==> src/rtl/mem_bus_arbiter.sv <==
// mem_bus_arbiter
//   Two-master arbiter for the shared data/IO memory bus. Port 0 is the CPU MEM stage, port 1 is
//   the DMA/debug loader. Ties are broken round-robin. A master may hold a bounded lock to get
//   back-to-back grants for a burst. Each read is sequenced through a fixed downstream read
//   latency, and the registered read data is returned to the master that issued it.
//
// Ports
//   clk, rst_n        clock (rising edge), asynchronous active-low reset
//   req[1:0]          per-master request level, held until gnt is seen
//   lock[1:0]         per-master burst lock, sampled together with req
//   addr/ctrl/wd      per-master address, ctrl {unsigned, type[1:0], we}, write data;
//                     master k uses slice [k*W +: W]
//   gnt[1:0]          one-cycle pulse in the transfer cycle of master k's request
//   rvalid[1:0]       one-cycle pulse when rdata holds master k's read data
//   rdata             shared read data, qualified by rvalid, held until the next capture
//   busy              high while a transfer is in progress
//   mem_addr/mem_ctrl/mem_wd/mem_we   registered downstream request
//   mem_rd            downstream read data, valid RD_LAT cycles after the address cycle

module mem_bus_arbiter #(
    parameter int unsigned AW        = 32,
    parameter int unsigned CW        = 4,
    parameter int unsigned DW        = 32,
    parameter int unsigned RD_LAT    = 1,   // legal 1..7
    parameter int unsigned MAX_BURST = 4    // legal 1..15
) (
    input  logic            clk,
    input  logic            rst_n,
    input  logic [1:0]      req,
    input  logic [1:0]      lock,
    input  logic [2*AW-1:0] addr,
    input  logic [2*CW-1:0] ctrl,
    input  logic [2*DW-1:0] wd,
    output logic [1:0]      gnt,
    output logic [1:0]      rvalid,
    output logic [DW-1:0]   rdata,
    output logic            busy,
    output logic [AW-1:0]   mem_addr,
    output logic [CW-1:0]   mem_ctrl,
    output logic [DW-1:0]   mem_wd,
    output logic            mem_we,
    input  logic [DW-1:0]   mem_rd
);

    typedef enum logic [1:0] {
        StIdle,
        StGrant,
        StWait
    } state_e;

    localparam logic [3:0] BurstLim = 4'(MAX_BURST - 1);
    localparam logic [2:0] RdLat    = 3'(RD_LAT);

    state_e          state_q, state_d;
    // own_q is both the last round-robin winner and the current lock owner.
    logic            own_q, own_d;
    logic [3:0]      burst_q, burst_d;
    logic [2:0]      cnt_q, cnt_d;
    logic [1:0]      gnt_q, gnt_d;
    logic [1:0]      rvalid_q, rvalid_d;
    logic [DW-1:0]   rdata_q, rdata_d;
    logic [AW-1:0]   mem_addr_q, mem_addr_d;
    logic [CW-1:0]   mem_ctrl_q, mem_ctrl_d;
    logic [DW-1:0]   mem_wd_q, mem_wd_d;
    logic            mem_we_q, mem_we_d;

    // Arbitration result
    logic            lock_hit;
    logic            win_valid;
    logic            win;
    logic [AW-1:0]   sel_addr;
    logic [CW-1:0]   sel_ctrl;
    logic [DW-1:0]   sel_wd;

    // Lock only extends the current owner's tenure while it still asks for the bus and has
    // grants left in its burst budget; otherwise fall back to normal arbitration.
    assign lock_hit = req[own_q] & lock[own_q] & (burst_q < BurstLim);

    always_comb begin
        win_valid = 1'b0;
        win       = own_q;
        if (lock_hit) begin
            win_valid = 1'b1;
            win       = own_q;
        end else if (req == 2'b01) begin
            win_valid = 1'b1;
            win       = 1'b0;
        end else if (req == 2'b10) begin
            win_valid = 1'b1;
            win       = 1'b1;
        end else if (req == 2'b11) begin
            win_valid = 1'b1;
            win       = ~own_q;
        end
    end

    assign sel_addr = win ? addr[2*AW-1:AW] : addr[AW-1:0];
    assign sel_ctrl = win ? ctrl[2*CW-1:CW] : ctrl[CW-1:0];
    assign sel_wd   = win ? wd[2*DW-1:DW]   : wd[DW-1:0];

    always_comb begin
        state_d    = state_q;
        own_d      = own_q;
        burst_d    = burst_q;
        cnt_d      = cnt_q;
        gnt_d      = 2'b00;
        rvalid_d   = 2'b00;
        rdata_d    = rdata_q;
        // Downstream bus is idle (all zero) unless a state below drives it.
        mem_addr_d = '0;
        mem_ctrl_d = '0;
        mem_wd_d   = '0;
        mem_we_d   = 1'b0;

        unique case (state_q)
            StIdle: begin
                if (win_valid) begin
                    state_d    = StGrant;
                    gnt_d      = win ? 2'b10 : 2'b01;
                    mem_addr_d = sel_addr;
                    mem_ctrl_d = sel_ctrl;
                    mem_wd_d   = sel_wd;
                    mem_we_d   = sel_ctrl[0];
                    if (lock_hit) begin
                        burst_d = burst_q + 4'd1;
                    end else begin
                        burst_d = 4'd0;
                        own_d   = win;
                    end
                end
            end

            StGrant: begin
                // mem_we_q is the registered write flag of the transfer now on the bus.
                if (mem_we_q) begin
                    state_d = StIdle;
                end else begin
                    state_d    = StWait;
                    cnt_d      = 3'd1;
                    mem_addr_d = mem_addr_q;
                    mem_ctrl_d = mem_ctrl_q;
                end
            end

            StWait: begin
                if (cnt_q == RdLat) begin
                    state_d  = StIdle;
                    rdata_d  = mem_rd;
                    rvalid_d = own_q ? 2'b10 : 2'b01;
                end else begin
                    cnt_d      = cnt_q + 3'd1;
                    mem_addr_d = mem_addr_q;
                    mem_ctrl_d = mem_ctrl_q;
                end
            end

            default: begin
                state_d = StIdle;
            end
        endcase
    end

    always_ff @(posedge clk or negedge rst_n) begin
        if (!rst_n) begin
            state_q    <= StIdle;
            own_q      <= 1'b1;   // port 0 wins the first tie
            burst_q    <= 4'd0;
            cnt_q      <= 3'd0;
            gnt_q      <= 2'b00;
            rvalid_q   <= 2'b00;
            rdata_q    <= '0;
            mem_addr_q <= '0;
            mem_ctrl_q <= '0;
            mem_wd_q   <= '0;
            mem_we_q   <= 1'b0;
        end else begin
            state_q    <= state_d;
            own_q      <= own_d;
            burst_q    <= burst_d;
            cnt_q      <= cnt_d;
            gnt_q      <= gnt_d;
            rvalid_q   <= rvalid_d;
            rdata_q    <= rdata_d;
            mem_addr_q <= mem_addr_d;
            mem_ctrl_q <= mem_ctrl_d;
            mem_wd_q   <= mem_wd_d;
            mem_we_q   <= mem_we_d;
        end
    end

    assign gnt      = gnt_q;
    assign rvalid   = rvalid_q;
    assign rdata    = rdata_q;
    assign busy     = (state_q != StIdle);
    assign mem_addr = mem_addr_q;
    assign mem_ctrl = mem_ctrl_q;
    assign mem_wd   = mem_wd_q;
    assign mem_we   = mem_we_q;

endmodule

==> config.mk <==
export PLATFORM = sky130hd
export DESIGN_NAME = mem_bus_arbiter
export DESIGN_NICKNAME = d
export VERILOG_FILES = /design/src/rtl/mem_bus_arbiter.sv
export SDC_FILE = /design/constraint.sdc
export NUM_CORES = 1
export LEC_CHECK = 0
export BUFFER_PORTS_ARGS = -buffer_cell sky130_fd_sc_hd__buf_2
export CAP_MARGIN = 10
export CORE_AREA = 2 2 137 139
export CTS_CLUSTER_SIZE = 10
export DETAILED_ROUTE_END_ITERATION = 10
export DIE_AREA = 0 0 139 141
export GPL_ROUTABILITY_DRIVEN = 0
export HOLD_SLACK_MARGIN = 0.08
export SYNTH_ARGS = -nofsm -noshare
export SYNTH_HDL_FRONTEND = slang
export SYNTH_SLANG_ARGS = --single-unit
==> constraint.sdc <==
create_clock -name clk -period 2.25 [get_ports clk]
set_input_delay 0 -clock clk [delete_from_list [all_inputs] [get_ports clk]]
set_output_delay 0 -clock clk [all_outputs]
set_load 0.02 [all_outputs]
==> flow_metrics.tcl, run 1 <==
set metrics [dict create \
    drv_slew 0 \
    core_area_mm2 0.0183 \
    area_growth_pct 77.0 \
    synth_top_family_by_area "simple AND/OR/NAND/NOR gates" \
    grt_max_degree 69 \
    drtIter0Drc 340 \
    worst_pin_slew_ns 0.658 \
    synthXorXnorAreaFrac 0 \
    worstSkewPairLatency_ns 0.41 \
    most-common-layout-cells "278 x buf_2, 171 x dlygate4sd3_1, 114 x dfrtp_1" \
    grt_usage 0.193 \
    die_h_um 141 \
    power.density_mw_per_mm2 1210 \
    synth_compound_area_frac 0.146 \
    skew_ns 0.0128 \
    dr.pass1.iters 5 \
    dieArea_mm2 0.0196 \
    synthCells 489 \
    pre_cts_slack_ns 0.133 \
    final_common_cell "buf_2" \
    synth_mux_area_frac 0.0786 \
    clkTransAtPathRegs_ns 0.06 \
    ant_nets 0 \
    start_kind "flip-flop" \
    rsz0062_at_grt "yes" \
    nets 1097 \
    fmax_ghz 0.469 \
    setup_ws_ns 0.120 \
    grt_pass1_vias 6084 \
    dieWidth_um 139 \
    final_layout_size_suffix_gt1_frac 0.391 \
    clock_path_buffers 2 \
    crit_path_end_kind "flip-flop" \
    ys_top_cells_by_area "dfrtp_1 55%, nand3_1 10%, mux2_2 7.1%" \
    antenna_found_initial 0 \
    drv_cap 0 \
    diodes 0 \
    syn_area_mm2 0.00521 \
    hpwl_um 10700 \
    cts_buffers 17 \
    hold_class "primary input to async pin" \
    finalHoldViolCount 0 \
    via_per_inst 5.06 \
    critPathKind "flip-flop to flip-flop" \
    vias 5906 \
    ys_seq_area_frac 0.553 \
    synth_top_cell_by_area "dfrtp_1" \
    yosys.area_share.adder 0.00721 \
    root_buffer "clkbuf_16" \
    fin_setup_tns_ns 0 \
    worstPathRequired_ns 2.60 \
    period_share 0.947 \
    grt_pass1_wl_um 30600 \
    fillCellCount 1585 \
    setup_viol 0 \
    fp-row-count 50 \
    relSlewSlack 0.550 \
    routedWlPerCell_um 16.3 \
    numPortBuffers 279 \
    yosysWarnings 0 \
    syn-num-nets 666 \
    synth_top_area_frac 0.548 \
    ioPinCount 280 \
    start_util 0.285 \
    period_needed_ns 2.13 \
    cts_max_level 4 \
    grt_overflow 0 \
    cts_tree "built" \
    vdd_drop_max_mv 0.681 \
    wirelength_um 19000 \
    hold_slack_ns 0.0945 \
    worstPathArrival_ns 2.48 \
    leakage_nw 4.44 \
    yosys.area_share.simple 0.165 \
    avgSynthCellArea_um2 10.6 \
    synth.distinct_cells 36 \
    path_max_fanout 4 \
    clock_sinks 115 \
    status "finished, final reports clean" \
    drcViolationCount 0 \
    ys_ff_latch 115 \
]
-- path summary, 6_finish.rpt --
path	from	to	slack, ns	depth (start not counted)
worst max register to register	burst_q[0]$_DFFE_PN0P_	own_q$_DFFE_PN1P_	0.12	7
worst min register to register	burst_q[3]$_DFFE_PN0P_	burst_q[3]$_DFFE_PN0P_	0.48	1
max in group asynchronous	rst_n	rdata[10]$_DFFE_PN0P_	1.33	3
worst min-delay path	rst_n	mem_ctrl[2]$_DFFE_PN0P_	0.09	2
worst max-delay path	burst_q[0]$_DFFE_PN0P_	own_q$_DFFE_PN1P_	0.12	7
min in group clk	lock[1]	burst_q[1]$_DFFE_PN0P_	0.15	4
-- stage by stage --
| step | area [um2] | std cells | util | total power, W |
|---|---|---|---|---|
| floorplan | 5210 | 489 | - | 0.00635 |
| finish | 9220 | 1167 | 0.505 | 0.0111 |
| detailed placement | 6890 | 964 | 0.377 | 0.00809 |
| global route | 9220 | 1167 | 0.505 | 0.0118 |
| global placement | 6890 | 964 | 0.377 | 0.00805 |
| CTS | 9210 | 1167 | 0.504 | 0.0112 |
-- routing by layer --
layer	global-route usage	vias up	routed length, um
met1	0.231	2818	7660
met5	0	-	0
met4	0.0872	0	611
met3	0.0462	54	1300
met2	0.331	306	9480
li1	-	2728	-
-- critical path, stage by stage (launching register included) --
cell and delay [ns]:
dfrtp_1 0.38, ha_1 0.18, or3_1 0.36, buf_4 0.18
o211ai_1 0.16, o21ai_1 0.10, a21oi_1 0.14, dlygate4sd3_1 0.57
-- Yosys cell counts, drive strengths merged --
| library cell | instances |
|---|---|
| a22o | 1 |
| a32oi | 35 |
| and2 | 3 |
| a21oi | 37 |
| a221oi | 1 |
| nand3b | 1 |
| o31ai | 1 |
| nand4 | 36 |
| dfstp | 1 |
| or3b | 1 |
| clkbuf | 29 |
| nor2 | 5 |
| buf | 22 |
| nand2b | 4 |
| nand2 | 3 |
| nor2b | 1 |
| ha | 3 |
| o211ai | 2 |
| inv | 4 |
| nand3 | 104 |
| or3 | 1 |
| o21a | 1 |
| a221o | 1 |
| mux2 | 34 |
| a2111oi | 1 |
| nor3 | 2 |
| o21ai | 40 |
| dfrtp | 114 |
| mux2i | 1 |
-- power by group --
part	switching, W	internal [W]	leakage [nW]
clock	0.000947	0.00182	0.296
sequential	0.000403	0.00289	1.47
combinational	0.00310	0.00195	2.67
total	0.00445	0.00666	4.44
-- kinds of logic after synthesis --
family,count (synthesis)
AOI/OAI and AO/OA,120
adders and majority gates,3
buffers and inverters,55
DFF,115
muxes,35
and+or+nand+nor,161
-- flip-flops by register name, indices dropped and copies added (netlist names) --
register  cells
cnt_q         3
mem_wd       32
rdata        32
own_q         1
gnt           2
mem_we        1
mem_addr     32
rvalid        2
burst_q       4
state_q       2
mem_ctrl      4
-- cell type report --
| type | instances | area, um2 | area share |
|---|---|---|---|
| Timing Repair Buffer | 463 | 3310 | 0.359 |
| Sequential cell | 115 | 2880 | 0.312 |
| Multi-Input combinational cell | 319 | 2120 | 0.230 |
| Clock buffer | 22 | 474 | 0.0514 |
| Tap cell | 234 | 293 | 0.0318 |
| Clock inverter | 10 | 130 | 0.0141 |
| Inverter | 4 | 16.3 | 0.00176 |
-- repair_timing --
item,4_1_cts,5_1_grt
hold buffers,171,0
gates resized for setup,0,2
endpoints found under the hold margin,182,0
setup endpoints to repair,0,2
setup buffers,0,0
(Power assumes the default switching activity.)
==> inputs of run 2 (changes only) <==
clock period = 2.5 ns   (was 2.25 ns; I/O delays follow)
==> flow_metrics.tcl, run 2 (synthesis gave the netlist of run 1 again) <==
set metrics [dict create \
    skew_ns 0.0121 \
    period_share 0.897 \
    setup_viol 0 \
    clock_sinks 115 \
    finalHoldViolCount 0 \
    dieWidth_um 139 \
    multi_input_area_mm2 0.00211 \
    drv_cap 0 \
    dpl-instance-area_mm2 0.00683 \
    worst_path_max_delay_cell "mux2_4" \
    worst_r2r_path_depth 5 \
    final_cell_count_no_fill 1165 \
    cpPeakStageDelay_ns 0.79 \
    drtIter0Drc 307 \
    grt_pass1_wl_um 30300 \
    final_common_cell "buf_2" \
    r2r_end "mem_addr[24]$_DFFE_PN0P_" \
    hold_class "primary input to flip-flop" \
    post-cts-setup-buffer-count 0 \
    core_area_mm2 0.0183 \
    leakage_nw 4.38 \
    min_delay_worst_endpoint "burst_q[1]$_DFFE_PN0P_" \
    wirelength_um 19400 \
    start_kind "flip-flop" \
    start_util 0.285 \
    grt_max_degree 69 \
    die_h_um 141 \
    worstPathCellList "ha_1, or3_1, mux2_4, nand4_1, nand3_1" \
    critPathKind "flip-flop to flip-flop" \
    hpwl_um 11100 \
    final_layout_size_suffix_gt1_frac 0.387 \
    pre_cts_slack_ns 0.288 \
    nets 1096 \
    numPortBuffers 279 \
    grt_pass1_vias 6064 \
    dieArea_mm2 0.0196 \
    cts_buffers 17 \
    r2r_setup_slack_ns 0.26 \
    period_needed_ns 2.24 \
    worstHoldPathCells 4 \
    fp-row-count 50 \
    cts_max_level 4 \
    most-common-layout-cells "278 x buf_2, 171 x dlygate4sd3_1, 114 x dfrtp_1" \
    timing.rr.start "burst_q[0]$_DFFE_PN0P_" \
    dp_cells 963 \
    diodes 0 \
    power.density_mw_per_mm2 1070 \
    worstPathRequired_ns 2.83 \
    relSlewSlack 0.267 \
    min_from "lock[1]" \
    grt_usage 0.192 \
    crit_path_end_kind "flip-flop" \
    vias 5891 \
    status "finished, final reports clean" \
    ant_nets 0 \
    drv_slew 0 \
    ioPinCount 280 \
    grt_overflow 0 \
    setup_ws_ns 0.257 \
    area_growth_pct 75.3 \
    fmax_ghz 0.446 \
    worst_pin_slew_ns 1.10 \
    drcViolationCount 0 \
    fin_setup_tns_ns 0 \
    post_cts_resized 0 \
    clock_path_buffers 2 \
    root_buffer "clkbuf_16" \
    clkTransAtPathRegs_ns 0.05 \
    dr.pass1.iters 5 \
    worstPathArrival_ns 2.57 \
    via_per_inst 5.06 \
    antenna_found_initial 0 \
    worstSkewPairLatency_ns 0.41 \
    routedWlPerCell_um 16.6 \
    final_area_mm2 0.00913 \
    rsz0062_at_grt "no" \
    cts_tree "built" \
    vdd_drop_max_mv 0.628 \
    path_max_fanout 68 \
    seq_area_mm2 0.00288 \
    fillCellCount 1588 \
]
-- run 2: final cells by class --
type | count | area share
sequential | 115 | 0.315
timing repair buffer | 462 | 0.356
clock inverter | 4 | 0.00768
multi-input combinational | 319 | 0.231
clock buffer | 27 | 0.0562
inverter | 4 | 0.00178
tap | 234 | 0.0321
-- run 2: report_power, final --
part | total (W) | internal, W | switching (W)
Clock | 0.00239 | 0.00159 | 0.000803
Sequential | 0.00297 | 0.00260 | 0.000368
Combinational | 0.00444 | 0.00167 | 0.00277
Total | 0.00980 | 0.00586 | 0.00395
-- run 2: worst max path at each step --
| stage | start | endpoint | slack (ns) | cells past startpoint |
|---|---|---|---|---|
| finish | burst_q[0]$_DFFE_PN0P_ | mem_addr[24]$_DFFE_PN0P_ | 0.26 | 5 |
| global route | burst_q[0]$_DFFE_PN0P_ | mem_wd[30]$_DFF_PN0_ | 0.12 | 5 |
| global placement | burst_q[0]$_DFFE_PN0P_ | mem_ctrl[0]$_DFFE_PN0P_ | 0.30 | 5 |
| floorplan | burst_q[0]$_DFFE_PN0P_ | mem_addr[10]$_DFFE_PN0P_ | 0.67 | 8 |
| CTS | burst_q[0]$_DFFE_PN0P_ | mem_wd[16]$_DFF_PN0_ | 0.25 | 5 |
| detailed placement | burst_q[0]$_DFFE_PN0P_ | mem_wd[26]$_DFF_PN0_ | 0.29 | 5 |
-- run 2: what timing repair did --
item	CTS	global route
setup endpoints to repair	0	0
hold buffers	171	0
hold endpoints to repair	148	0
-- run 2: layer usage --
| metal | global-route usage | routed length [um] | vias up |
|---|---|---|---|
| met5 | 0 | 0 | - |
| met4 | 0.0803 | 573 | 0 |
| met2 | 0.337 | 9760 | 329 |
| li1 | - | - | 2722 |
| met1 | 0.226 | 7710 | 2784 |
| met3 | 0.0459 | 1350 | 56 |
-- run 2: metrics by stage --
stage	total power [W]	utilization	hold WS [ns]
2_1_floorplan	0.00571	-	-0.296
3_3_place_gp	0.00713	0.374	0.0876
3_5_place_dp	0.00717	0.374	0.0877
4_1_cts	0.00985	0.500	0.115
5_1_grt	0.0104	0.500	0.133
6_report	0.00980	0.500	0.135
-- run 2: worst max-delay path, delay by kind of cell (launching register included) --
kind	cells	cell delay (ns)
AND/OR/NAND/NOR	3	0.79
multiplexers	1	0.79
flip-flops	1	0.39
adder cells (fa/ha/maj)	1	0.19
